### src/rtl/cmos_cfg_pkg.sv
// Shared definitions for the CMOS sensor register configuration sequencer.
//   - FSM state encoding (legacy-compatible 4-bit constants)
//   - DLY_ADDR marker: an all-ones address turns a table entry into a delay
//   - cfg_entry_t: one table entry {addr, data}. It is stored at the widest
//     supported width (16/16), and the sequencer keeps the low ADDR_W/DATA_W bits.
//   - reg_wr / reg_dly: helpers that keep sensor tables readable
package cmos_cfg_pkg;

  typedef logic [3:0] state_t;

  localparam state_t ST_IDLE     = 4'd0;
  localparam state_t ST_PWUP     = 4'd1;
  localparam state_t ST_ISSUE    = 4'd2;
  localparam state_t ST_WR_WAIT  = 4'd3;
  localparam state_t ST_DELAY    = 4'd4;
  localparam state_t ST_NEXT     = 4'd5;
  localparam state_t ST_DONE     = 4'd6;
  localparam state_t ST_RD_ISSUE = 4'd7;
  localparam state_t ST_RD_WAIT  = 4'd8;

  localparam int CFG_ADDR_MAX_W = 16;
  localparam int CFG_DATA_MAX_W = 16;

  localparam logic [CFG_ADDR_MAX_W-1:0] DLY_ADDR = '1;

  typedef struct packed {
    logic [CFG_ADDR_MAX_W-1:0] addr;
    logic [CFG_DATA_MAX_W-1:0] data;
  } cfg_entry_t;

  function automatic cfg_entry_t reg_wr(input logic [CFG_ADDR_MAX_W-1:0] a,
                                        input logic [CFG_DATA_MAX_W-1:0] d);
    cfg_entry_t e;
    e.addr = a;
    e.data = d;
    return e;
  endfunction

  function automatic cfg_entry_t reg_dly(input logic [CFG_DATA_MAX_W-1:0] units);
    cfg_entry_t e;
    e.addr = DLY_ADDR;
    e.data = units;
    return e;
  endfunction

endpackage

### src/rtl/cmos_reg_config_if.sv
// Request/response bundle between the configuration sequencer and the SCCB master.
//   master modport: the sequencer (drives addr/wdata/wr_en/rd_en)
//   slave modport : the SCCB master (drives rdy/rdata/rdata_vld)
//
// Handshake: rdy=1 means the SCCB master is idle and can take one request.
// The sequencer raises wr_en or rd_en for exactly one cycle, only after it has
// seen rdy=1. It never raises both together. addr/wdata are stable while the
// request is outstanding. The master drops rdy while it works and raises it
// again when done. For a read it pulses rdata_vld for one cycle with rdata.
interface cmos_reg_config_if #(
  parameter int ADDR_W = 8,
  parameter int DATA_W = 8
);
  logic              rdy;
  logic [DATA_W-1:0] rdata;
  logic              rdata_vld;
  logic [DATA_W-1:0] wdata;
  logic [ADDR_W-1:0] addr;
  logic              wr_en;
  logic              rd_en;

  modport master (
    input  rdy, rdata, rdata_vld,
    output wdata, addr, wr_en, rd_en
  );

  modport slave (
    output rdy, rdata, rdata_vld,
    input  wdata, addr, wr_en, rd_en
  );
endinterface

### src/rtl/cmos_reg_table.sv
// Combinational register table: index in, {addr, data} out.
//   idx   : table index
//   entry : cfg_entry_t at that index (delay entries use addr = DLY_ADDR)
// This file holds the sensor-specific contents. Replace it per sensor; the
// sequencer does not change. Indices past the last programmed entry return a
// zero-length delay, so a deeper TABLE_DEPTH degrades to harmless no-ops.
module cmos_reg_table
  import cmos_cfg_pkg::*;
#(
  parameter int IDX_W = 8
) (
  input  logic [IDX_W-1:0] idx,
  output cfg_entry_t       entry
);

  always_comb begin
    entry = reg_dly(16'h0000);
    case (int'(idx))
      0:       entry = reg_wr(16'h0012, 16'h0080);  // COM7: soft reset
      1:       entry = reg_dly(16'h0002);           // settle after reset
      2:       entry = reg_wr(16'h0011, 16'h0001);  // CLKRC: prescaler
      3:       entry = reg_wr(16'h003A, 16'h0004);  // TSLB: output sequence
      default: ;
    endcase
  end

endmodule

### src/rtl/cmos_reg_config.sv
// CMOS sensor register configuration sequencer.
// After config_en, the block holds the power-up sequence on pwdn. It then walks
// the register table and writes every entry to the SCCB master. Delay entries
// wait instead of writing. When the last entry is done, the block raises cmos_en.
// Ports:
//   clk, rst_n     : clock, asynchronous active-low reset
//   config_en      : one-cycle start pulse (ignored while a sequence runs)
//   bus            : cmos_reg_config_if.master towards the SCCB master
//   cmos_en        : configuration complete, held until the next config_en
//   pwdn           : sensor power-down
//   busy           : sequence in progress
//   err, err_idx   : sticky verify failure and index of the first failing entry
//   dbg_state      : current FSM state
// Optional feature: define CMOS_CFG_VERIFY_EN to read every written register
// back. A mismatch rewrites the entry up to MAX_RETRY times before err is set.
// Without the macro, rd_en, err and err_idx are constant 0.
module cmos_reg_config
  import cmos_cfg_pkg::*;
#(
  parameter int ADDR_W       = 8,
  parameter int DATA_W       = 8,
  parameter int TABLE_DEPTH  = 165,
  parameter int IDX_W        = 8,
  parameter int PWUP_CYC     = 50000,
  parameter int DLY_UNIT_CYC = 50000,
  parameter int MAX_RETRY    = 3
) (
  input  logic               clk,
  input  logic               rst_n,
  input  logic               config_en,
  cmos_reg_config_if.master  bus,
  output logic               cmos_en,
  output logic               pwdn,
  output logic               busy,
  output logic               err,
  output logic [IDX_W-1:0]   err_idx,
  output state_t             dbg_state
);

  // pwdn is high for the first half of the power-up window and low for the second.
  localparam logic [31:0]      PWUP_HALF = 32'(PWUP_CYC / 2);
  localparam logic [31:0]      PWUP_FULL = 32'((PWUP_CYC / 2) * 2);
  localparam logic [31:0]      DLY_UNIT  = 32'(DLY_UNIT_CYC);
  localparam logic [IDX_W-1:0] LAST_IDX  = IDX_W'(TABLE_DEPTH - 1);

  state_t            state;
  logic [IDX_W-1:0]  idx;
  logic [31:0]       cnt;
  logic              skip;
  logic [ADDR_W-1:0] addr_q;
  logic [DATA_W-1:0] wdata_q;
  logic              wr_en_q;

  cfg_entry_t        ent;
  logic [ADDR_W-1:0] ent_addr;
  logic [DATA_W-1:0] ent_data;
  logic              ent_is_dly;
  logic              unused_ent;

  cmos_reg_table #(.IDX_W(IDX_W)) u_table (
    .idx   (idx),
    .entry (ent)
  );

  assign ent_addr   = ent.addr[ADDR_W-1:0];
  assign ent_data   = ent.data[DATA_W-1:0];
  assign ent_is_dly = (ent_addr == DLY_ADDR[ADDR_W-1:0]);
  assign unused_ent = ^ent;

`ifdef CMOS_CFG_VERIFY_EN
  logic             rd_en_q;
  logic [7:0]       retry;
  logic             err_q;
  logic [IDX_W-1:0] err_idx_q;

  assign bus.rd_en = rd_en_q;
  assign err       = err_q;
  assign err_idx   = err_idx_q;
`else
  logic unused_rd;
  localparam int unused_max_retry = MAX_RETRY;

  assign bus.rd_en = 1'b0;
  assign err       = 1'b0;
  assign err_idx   = '0;
  assign unused_rd = ^{bus.rdata, bus.rdata_vld};
`endif

  assign bus.addr  = addr_q;
  assign bus.wdata = wdata_q;
  assign bus.wr_en = wr_en_q;
  assign dbg_state = state;

  always_ff @(posedge clk or negedge rst_n) begin
    if (!rst_n) begin
      state     <= ST_IDLE;
      idx       <= '0;
      cnt       <= '0;
      skip      <= 1'b0;
      addr_q    <= '0;
      wdata_q   <= '0;
      wr_en_q   <= 1'b0;
      cmos_en   <= 1'b0;
      pwdn      <= 1'b1;
      busy      <= 1'b0;
`ifdef CMOS_CFG_VERIFY_EN
      rd_en_q   <= 1'b0;
      retry     <= '0;
      err_q     <= 1'b0;
      err_idx_q <= '0;
`endif
    end else begin
      // Requests are single-cycle pulses.
      wr_en_q <= 1'b0;
`ifdef CMOS_CFG_VERIFY_EN
      rd_en_q <= 1'b0;
`endif
      case (state)
        ST_IDLE: begin
          if (config_en) begin
            state   <= ST_PWUP;
            idx     <= '0;
            cnt     <= '0;
            cmos_en <= 1'b0;
            busy    <= 1'b1;
            pwdn    <= 1'b1;
`ifdef CMOS_CFG_VERIFY_EN
            retry     <= '0;
            err_q     <= 1'b0;
            err_idx_q <= '0;
`endif
          end
        end

        ST_PWUP: begin
          cnt <= cnt + 32'd1;
          if (cnt + 32'd1 == PWUP_HALF) pwdn <= 1'b0;
          if (cnt + 32'd1 == PWUP_FULL) begin
            cnt   <= '0;
            state <= ST_ISSUE;
          end
        end

        ST_ISSUE: begin
          if (ent_is_dly) begin
            cnt   <= 32'(ent_data) * DLY_UNIT;
            state <= ST_DELAY;
          end else if (bus.rdy) begin
            addr_q  <= ent_addr;
            wdata_q <= ent_data;
            wr_en_q <= 1'b1;
            skip    <= 1'b1;
            state   <= ST_WR_WAIT;
          end
        end

        // The first cycle is skipped. This gives the master time to drop rdy
        // for the request it has just taken.
        ST_WR_WAIT: begin
          if (skip) begin
            skip <= 1'b0;
          end else if (bus.rdy) begin
`ifdef CMOS_CFG_VERIFY_EN
            state <= ST_RD_ISSUE;
`else
            state <= ST_NEXT;
`endif
          end
        end

        // A zero-unit delay still spends one cycle here.
        ST_DELAY: begin
          if (cnt <= 32'd1) state <= ST_NEXT;
          else              cnt   <= cnt - 32'd1;
        end

        ST_NEXT: begin
          if (idx == LAST_IDX) begin
            state <= ST_DONE;
          end else begin
            idx   <= idx + IDX_W'(1);
            state <= ST_ISSUE;
          end
        end

        ST_DONE: begin
          cmos_en <= 1'b1;
          busy    <= 1'b0;
          state   <= ST_IDLE;
        end

`ifdef CMOS_CFG_VERIFY_EN
        // addr_q still holds the register that was just written.
        ST_RD_ISSUE: begin
          if (bus.rdy) begin
            rd_en_q <= 1'b1;
            state   <= ST_RD_WAIT;
          end
        end

        ST_RD_WAIT: begin
          if (bus.rdata_vld) begin
            if (bus.rdata == ent_data) begin
              retry <= '0;
              state <= ST_NEXT;
            end else if (retry < 8'(MAX_RETRY)) begin
              retry <= retry + 8'd1;
              state <= ST_ISSUE;
            end else begin
              retry <= '0;
              err_q <= 1'b1;
              if (!err_q) err_idx_q <= idx;
              state <= ST_NEXT;
            end
          end
        end
`endif

        default: state <= ST_IDLE;
      endcase
    end
  end

endmodule
### src/flat_wrapper.sv
// flat-port wrapper written by rule: the top's interface ports become plain ports
module cmos_reg_config_flat import cmos_cfg_pkg::*;
#(
  parameter int ADDR_W       = 8,
  parameter int DATA_W       = 8,
  parameter int TABLE_DEPTH  = 165,
  parameter int IDX_W        = 8,
  parameter int PWUP_CYC     = 50000,
  parameter int DLY_UNIT_CYC = 50000,
  parameter int MAX_RETRY    = 3
)
  (clk, rst_n, config_en, cmos_en, pwdn, busy, err, err_idx, dbg_state, bus_rdy, bus_rdata, bus_rdata_vld, bus_wdata, bus_addr, bus_wr_en, bus_rd_en);
  cmos_reg_config_if #(.ADDR_W(ADDR_W), .DATA_W(DATA_W)) bus_i ();
  input  logic clk;
  input  logic rst_n;
  input  logic config_en;
  output logic cmos_en;
  output logic pwdn;
  output logic busy;
  output logic err;
  output logic [IDX_W-1:0] err_idx;
  output state_t dbg_state;
  input wire logic [$bits(bus_i.rdy)-1:0] bus_rdy;
  input wire logic [$bits(bus_i.rdata)-1:0] bus_rdata;
  input wire logic [$bits(bus_i.rdata_vld)-1:0] bus_rdata_vld;
  output wire logic [$bits(bus_i.wdata)-1:0] bus_wdata;
  output wire logic [$bits(bus_i.addr)-1:0] bus_addr;
  output wire logic [$bits(bus_i.wr_en)-1:0] bus_wr_en;
  output wire logic [$bits(bus_i.rd_en)-1:0] bus_rd_en;
  assign bus_i.rdy = bus_rdy;
  assign bus_i.rdata = bus_rdata;
  assign bus_i.rdata_vld = bus_rdata_vld;
  assign bus_wdata = bus_i.wdata;
  assign bus_addr = bus_i.addr;
  assign bus_wr_en = bus_i.wr_en;
  assign bus_rd_en = bus_i.rd_en;
  cmos_reg_config #(.ADDR_W(ADDR_W), .DATA_W(DATA_W), .TABLE_DEPTH(TABLE_DEPTH), .IDX_W(IDX_W), .PWUP_CYC(PWUP_CYC), .DLY_UNIT_CYC(DLY_UNIT_CYC), .MAX_RETRY(MAX_RETRY)) u_core (.clk(clk), .rst_n(rst_n), .config_en(config_en), .bus(bus_i), .cmos_en(cmos_en), .pwdn(pwdn), .busy(busy), .err(err), .err_idx(err_idx), .dbg_state(dbg_state));
endmodule
### config.mk
export PLATFORM = sky130hd
export DESIGN_NAME = cmos_reg_config_flat
export DESIGN_NICKNAME = d
export VERILOG_FILES = /design/src/rtl/cmos_cfg_pkg.sv /design/src/rtl/cmos_reg_config_if.sv /design/src/rtl/cmos_reg_table.sv /design/src/rtl/cmos_reg_config.sv /design/src/flat_wrapper.sv
export SDC_FILE = /design/constraint.sdc
export NUM_CORES = 1
export LEC_CHECK = 0
export BUFFER_PORTS_ARGS = -buffer_cell sky130_fd_sc_hd__clkbuf_2
export CAP_MARGIN = 20
export CORE_MARGIN = 5
export CORE_UTILIZATION = 50
export CTS_BUF_LIST = sky130_fd_sc_hd__clkbuf_8
export DETAILED_ROUTE_END_ITERATION = 6
export GPL_TIMING_DRIVEN = 0
export PLACE_DENSITY = 0.7
export REMOVE_ABC_BUFFERS = 1
export SYNTH_ARGS = -nofsm -noshare
export SYNTH_HDL_FRONTEND = slang
export SYNTH_SLANG_ARGS = --single-unit
### constraint.sdc
create_clock -name clk -period 8.06 [get_ports clk]
set_input_delay 1.209 -clock clk [delete_from_list [all_inputs] [get_ports clk]]
set_output_delay 1.209 -clock clk [all_outputs]
set_load 0.005 [all_outputs]
==> flow_metrics.py, run 1 <==
metrics = {
    "sta": {
        "setup_tns_ns": 0,
        "fin_crit_ns": 4.832,
        "hold_viol_final": 0,
        "relSlewSlack": 0.2927,
        "worstMarginPinSlew_ns": 1.061,
        "min_period_over_period": 0.5995,
        "rsz0062_at_grt": "no",
        "fmax_mhz": 207.0,
        "setup_viol": 0,
        "holdWs_ns": 0.4762,
        "drv_slew": 0,
        "finalClockSkew_ns": 0.008424,
    },
    "finish": {
        "antenna_cells": 0,
        "nNetsFinal": 704,
        "seq_area_um2": 1428,
        "fill_cells": 978,
        "area_growth_pct": 5.044,
        "multi_input_area_um2": 3452,
        "design_area_um2": 5550,
        "drive_above_1_share": 0.09459,
    },
    "floorplan": {
        "pin_count": 47,
        "die_h_um": 112.8,
        "core_um2": 10320,
        "die_x_um": 112.8,
        "fp-row-count": 37,
        "die-area_um2": 12720,
        "start_util": 0.5118,
    },
    "setup_path": {
        "cp-end-kind": "flip-flop",
        "crit_buf_inv": 0,
        "path_cells": "nor3_1 > and2_1 > nand2_1 > ha_1 > a31oi_1 > ha_1 > ha_1 > ha_1 > a21o_1 > a21o_1 > a32o_1 > a41oi_1 > xor2_1 > o32ai_1 > nand2_1 > o221ai_1",
        "rrSetupSlack_ns": 3.23,
        "r2r-end": "u_core.cnt[18]$_DFFE_PN0P_",
        "required_ns": 8.26,
        "rr_startpoint": "u_core.idx[3]$_DFFE_PN0P_",
        "cp_data_arrival_time_ns": 5.04,
        "cpMaxStageDelayCell": "a31oi_1",
        "cp_max_fo": 6,
        "cp_top_family": "compound AO/OA/AOI/OAI gates",
        "cp_slowest_stage_delay_ns": 0.56,
        "cpMostUsedCell": "ha_1",
        "worst-setup-path-type": "reg2reg",
        "r2r_cells": 16,
        "worst_setup_path_start_kind": "flip-flop",
    },
    "synthesis": {
        "synth_xor_area_frac": 0.05636,
        "synth_cell_type_count": 72,
        "ys_seq_area_frac": 0.2702,
        "synth_top_area_frac": 0.2652,
        "synth_adder_area_share": 0.07388,
        "synth_warnings": 0,
        "synthMuxAreaShare": 0.01160,
        "synth_flop_cell": "dfrtp_1",
        "synth_edf_count": 0,
        "yosysTopAreaCell": "dfrtp_1",
        "synthTopCellsByArea": "dfrtp_1 27%, ha_1 6.6%, nand2_1 4.7%",
        "synth_top_family_by_area": "simple AND/OR/NAND/NOR gates",
        "ys_ff_latch": 57,
        "synth-simple-area-share": 0.2700,
        "ys_async_sr_fraction": 1.000,
        "syn_area_per_cell_um2": 7.782,
        "yosysMostFrequentCell": "nand2_1",
        "synth_cells": 679,
        "synthTopCellsByCount": "66 x nand2_1, 56 x dfrtp_1, 49 x nor2_1, 39 x clkbuf_1, 37 x a21oi_1",
        "synth_compound_area_frac": 0.2299,
        "syn_area_um2": 5284,
    },
    "routing": {
        "routed_wl_mm": 15.35,
        "viasPerCell": 6.541,
        "wire_per_inst_um": 19.14,
        "drtAntennaViolNets": 0,
        "drc": 0,
        "drt_first_pass_iters": 6,
        "drt_iter0_markers": 533,
        "num_vias": 5246,
    },
    "clock_network": {
        "clock_tree.root_cell": "clkbuf_8",
        "cts.sinks": 57,
        "clock_latency_ns": 0.36,
        "clk_path_buf_depth": 2,
        "post_cts_buffers": 0,
        "cts_resized": 0,
        "ctsHoldBuffers": 0,
        "h-tree-depth": 3,
        "cts_tree": "built",
        "clk_pin_slew_worst_paths_ns": 0.07,
        "cts_made_buffers": 9,
    },
    "min_path": {
        "min_path_type": "reg2reg",
        "worstHoldStart": "u_core.bus.addr[4]$_DFFE_PN0P_",
        "whs_path_depth": 1,
        "holdPathEnd": "u_core.bus.addr[4]$_DFFE_PN0P_",
    },
    "pwr": {
        "power.net_switching_w": 0.001220,
        "seqPwrFrac": 0.239,
        "internal_power_w": 0.001104,
        "p_leak_nw": 2.438,
        "power.density_nw_per_um2": 418.7,
        "power_frac_clock": 0.147,
        "p_comb_frac": 0.614,
        "ir_drop_mv": 0.2924,
        "swShare": 0.5250,
    },
    "global_route": {
        "grt_usage": 0.2394,
        "grt_pass1_vias": 4737,
        "grt_pass1_wl_mm": 24.74,
        "grt_max_degree": 58,
        "antenna_found_initial": 0,
        "grt-ovfl-total": 0,
    },
    "placed_design": {
        "io_buffers": 22,
        "detailed_place_hpwl_mm": 10.53,
        "postPlaceCellArea_um2": 5294,
        "place_congestion": 0.9033,
    },
    "flow_run": {
        "max_cap_viol_count": 0,
    },
    "run_status": {
        "outcome": "finished clean",
    },
}
[worst max path at each step]
stage	start	to	slack, ns	depth (start not counted)
4_1_cts	u_core.cnt[0]$_DFFE_PN0P_	u_core.cnt[6]$_DFFE_PN0P_	3.19	9
2_1_floorplan	u_core.idx[3]$_DFFE_PN0P_	u_core.cnt[18]$_DFFE_PN0P_	4.16	17
5_1_grt	u_core.cnt[0]$_DFFE_PN0P_	u_core.cnt[7]$_DFFE_PN0P_	3.05	10
6_report	u_core.idx[3]$_DFFE_PN0P_	u_core.cnt[18]$_DFFE_PN0P_	3.23	16
3_5_place_dp	u_core.cnt[0]$_DFFE_PN0P_	u_core.cnt[6]$_DFFE_PN0P_	3.23	9
3_3_place_gp	u_core.dbg_state[0]$_DFFE_PN0P_	u_core.cnt[7]$_DFFE_PN0P_	2.66	4
[power groups by stage]
stage          sequential [W]  combinational [W]  clock [W]
3_5_place_dp         0.000551            0.00138          0
3_3_place_gp         0.000546            0.00134          0
4_1_cts              0.000547            0.00139   0.000344
2_1_floorplan        0.000503            0.00101          0
5_1_grt              0.000576            0.00155   0.000359
6_report             0.000555            0.00143   0.000341
[registers in the layout, indices dropped and copies added, names as in the netlist]
register,flops
u_core.skip,1
u_core.dbg_state,3
u_core.pwdn,1
u_core.bus.wdata,4
u_core.bus.wr_en,1
u_core.cmos_en,1
u_core.cnt,32
u_core.busy,1
u_core.idx,8
u_core.bus.addr,5
[cells in the final DEF, fill, tap and decap left out, types with 26 or more instances in the layout]
cell	instances
nand2_1	66
dfrtp_1	56
nor2_1	49
a21oi_1	37
o21ai_0	33
ha_1	28
inv_1	27
nor3_1	26
nand3_1	26
[worst register-to-register path, cell delays in order, from the launching register on]
cell	delay (ns)
dfrtp_1	0.43
nor3_1	0.33
and2_1	0.33
nand2_1	0.25
ha_1	0.29
a31oi_1	0.56
ha_1	0.36
ha_1	0.27
ha_1	0.34
a21o_1	0.18
a21o_1	0.21
a32o_1	0.25
a41oi_1	0.25
xor2_1	0.28
o32ai_1	0.14
nand2_1	0.11
o221ai_1	0.12
[layer usage]
| metal | vias up | share of wire | GRT usage | routed length (um) |
|---|---|---|---|---|
| li1 | 2423 | - | - | - |
| met1 | 2473 | 0.43 | 0.3379 | 6628 |
| met2 | 300 | 0.44 | 0.3535 | 6761 |
| met3 | 50 | 0.089 | 0.03583 | 1373 |
| met4 | 0 | 0.038 | 0.1258 | 591 |
| met5 | - | 0 | 0 | 0 |
[kinds of logic after synthesis]
kind of cell | count (synthesis)
AO/OA/AOI/OAI | 181
XOR/XNOR | 34
adder cells (fa/ha/maj) | 30
buffers and inverters | 96
flip-flops | 57
multiplexers | 6
other | 1
AND/OR/NAND/NOR | 274
[stage by stage]
step                total power [W]    util  instances  setup slack, ns
CTS                        0.002284  0.5364        800            3.192
floorplan                  0.001513       -        623            4.162
detailed placement         0.001931  0.5128        784            3.228
global route               0.002483  0.5376        802            3.052
global placement           0.001883  0.5088        781            2.664
finish                     0.002324  0.5376        802            3.228
[cell type report]
class | count | share of cell area
Clock buffer | 10 | 0.02480
Clock inverter | 6 | 0.01916
Inverter | 26 | 0.01758
Multi-Input combinational cell | 540 | 0.6220
Sequential cell | 57 | 0.2572
Tap cell | 136 | 0.03066
Timing Repair Buffer | 27 | 0.02863
No activity file was read; power rests on OpenSTA's default activity.
==> inputs of run 2 (changes only) <==
clock period = 4.8 ns   (was 8.06 ns; I/O delays follow)
==> flow_metrics.py, run 2 (synthesis results as in run 1) <==
metrics = {
    "finish": {
        "nNetsFinal": 703,
        "largest_reg_flops": 32,
        "area_growth_pct": 5.210,
        "design_area_um2": 5559,
        "antenna_cells": 0,
        "mostFrequentLayoutCells": "65 x nand2_1, 56 x dfrtp_1, 49 x nor2_1",
        "fin_util": 0.5385,
        "regMostFlops": "u_core.cnt",
        "final_common_cell": "nand2_1",
        "drive_above_1_share": 0.09774,
    },
    "setup_path": {
        "required_ns": 5.02,
        "rrSetupSlack_ns": 0.19,
        "r2r-end": "u_core.cnt[18]$_DFFE_PN0P_",
        "rr_startpoint": "u_core.idx[3]$_DFFE_PN0P_",
        "crit_buf_inv": 0,
        "worst_setup_path_start_kind": "flip-flop",
        "cp_num_cells": 16,
        "cp_top_family": "compound AO/OA/AOI/OAI gates",
        "cpMostUsedCell": "ha_1",
        "worst-setup-path-type": "reg2reg",
        "cp_slowest_stage_delay_ns": 0.42,
        "cp_data_arrival_time_ns": 4.83,
        "path_cells": "nor3_1 > and2_1 > nand2_1 > ha_1 > a31oi_2 > ha_1 > ha_1 > ha_1 > a21o_1 > a21o_1 > a32o_1 > a41oi_1 > xor2_1 > o32ai_1 > nand2_1 > o221ai_1",
        "cp-end-kind": "flip-flop",
        "startpoint": "u_core.idx[3]$_DFFE_PN0P_",
        "cpMaxStageDelayCell": "dfrtp_1",
        "r2r_cells": 16,
        "cp_max_fo": 6,
    },
    "placed_design": {
        "detailed_place_hpwl_mm": 10.53,
        "place_congestion": 0.9033,
        "dp_slack_ns": -0.03178,
        "io_buffers": 22,
        "postPlaceCellArea_um2": 5294,
    },
    "pwr": {
        "p_leak_nw": 2.433,
        "power.net_switching_w": 0.002046,
        "ir_drop_mv": 0.4916,
        "internal_power_w": 0.001855,
        "power.density_nw_per_um2": 701.8,
        "seqPwrFrac": 0.239,
        "power_frac_clock": 0.147,
        "finalPower_w": 0.003901,
        "swShare": 0.5244,
        "p_comb_frac": 0.614,
    },
    "routing": {
        "drt_iter0_markers": 541,
        "routed_wl_mm": 15.25,
        "drc": 0,
        "wire_per_inst_um": 19.04,
        "viasPerCell": 6.503,
        "drtAntennaViolNets": 0,
        "num_vias": 5209,
        "drt_first_pass_iters": 6,
    },
    "global_route": {
        "antenna_found_initial": 0,
        "met2_usage": 0.3547,
        "grt-ovfl-total": 0,
        "grt_max_degree": 58,
        "use_met3": 0.03369,
        "grt_pass1_vias": 4746,
        "grt_busiest_layer": "met2",
        "grt_usage": 0.2397,
        "grt.met1_usage": 0.3392,
        "grt_pass1_wl_mm": 24.79,
    },
    "clock_network": {
        "ctsHoldBuffers": 0,
        "clk_path_buf_depth": 2,
        "clock_latency_ns": 0.36,
        "post_cts_buffers": 0,
        "cts_made_buffers": 9,
        "cts.sinks": 57,
        "clock_tree.root_cell": "clkbuf_8",
        "cts_tree": "built",
        "clk_pin_slew_worst_paths_ns": 0.07,
        "h-tree-depth": 3,
        "cts_resized": 2,
    },
    "floorplan": {
        "pin_count": 47,
        "die_x_um": 112.8,
        "start_util": 0.5118,
        "core_um2": 10320,
        "die_h_um": 112.8,
        "die-area_um2": 12720,
        "fp-row-count": 37,
    },
    "sta": {
        "finalClockSkew_ns": 0.006916,
        "drv_slew": 0,
        "setup_viol": 0,
        "hold_viol_final": 0,
        "min_period_over_period": 0.9597,
        "relSlewSlack": 0.3021,
        "setup_tns_ns": 0,
        "fin_ws_ns": 0.1934,
        "worstMarginPinSlew_ns": 1.047,
        "fmax_mhz": 217.1,
        "rsz0062_at_grt": "no",
        "fin_crit_ns": 4.607,
    },
    "flow_run": {
        "max_cap_viol_count": 0,
    },
    "run_status": {
        "outcome": "finished clean",
    },
    "min_path": {
        "min_path_type": "in2async",
    },
}
run 2: cell count changes in the layout (fill, tap and decap cells not counted), sizes merged:
cell  before  now
buf        5    4
run 2: worst register-to-register path, cell delays in order, from the launching register on:
cell	delay (ns)
dfrtp_1	0.42
nor3_1	0.33
and2_1	0.33
nand2_1	0.25
ha_1	0.30
a31oi_2	0.36
ha_1	0.32
ha_1	0.27
ha_1	0.34
a21o_1	0.18
a21o_1	0.21
a32o_1	0.25
a41oi_1	0.25
xor2_1	0.29
o32ai_1	0.14
nand2_1	0.11
o221ai_1	0.12
run 2: worst max path at each step:
stage	endpoint	slack, ns
final	u_core.cnt[18]$_DFFE_PN0P_	0.19
after CTS	u_core.cnt[18]$_DFFE_PN0P_	0.21
after global placement	u_core.cnt[7]$_DFFE_PN0P_	-0.60
after floorplan	u_core.cnt[18]$_DFFE_PN0P_	0.90
after detailed placement	u_core.cnt[6]$_DFFE_PN0P_	-0.03
after global routing	u_core.cnt[7]$_DFFE_PN0P_	0.01
run 2: power by group through the flow:
stage | clock (W) | sequential (W) | combinational [W]
3_5_place_dp | 0 | 0.000925 | 0.00232
2_1_floorplan | 0 | 0.000844 | 0.00170
6_report | 0.000574 | 0.000932 | 0.00239
4_1_cts | 0.000577 | 0.000919 | 0.00234
5_1_grt | 0.000602 | 0.000968 | 0.00260
3_3_place_gp | 0 | 0.000917 | 0.00225
run 2: final cells by class:
type	count	area [um^2]
clock buffers	10	137.6
clock inverters	6	106.4
fillers	978	4765
inverters	26	97.59
multi-input cells	540	3466
flip-flops and latches	57	1428
well taps	136	170.2
repair buffers	26	153.9
run 2: per-layer routing:
metal	vias up	wire (um)
met2	299	6832
met3	42	1393
met1	2454	6543
li1	2414	-
met5	-	0
met4	0	482
run 2: stage by stage:
step,cells,hold WS [ns]
floorplan,623,0.4244
global placement,781,0.4483
detailed placement,784,0.4625
CTS,800,0.4805
global route,801,0.5144
finish,801,0.4739
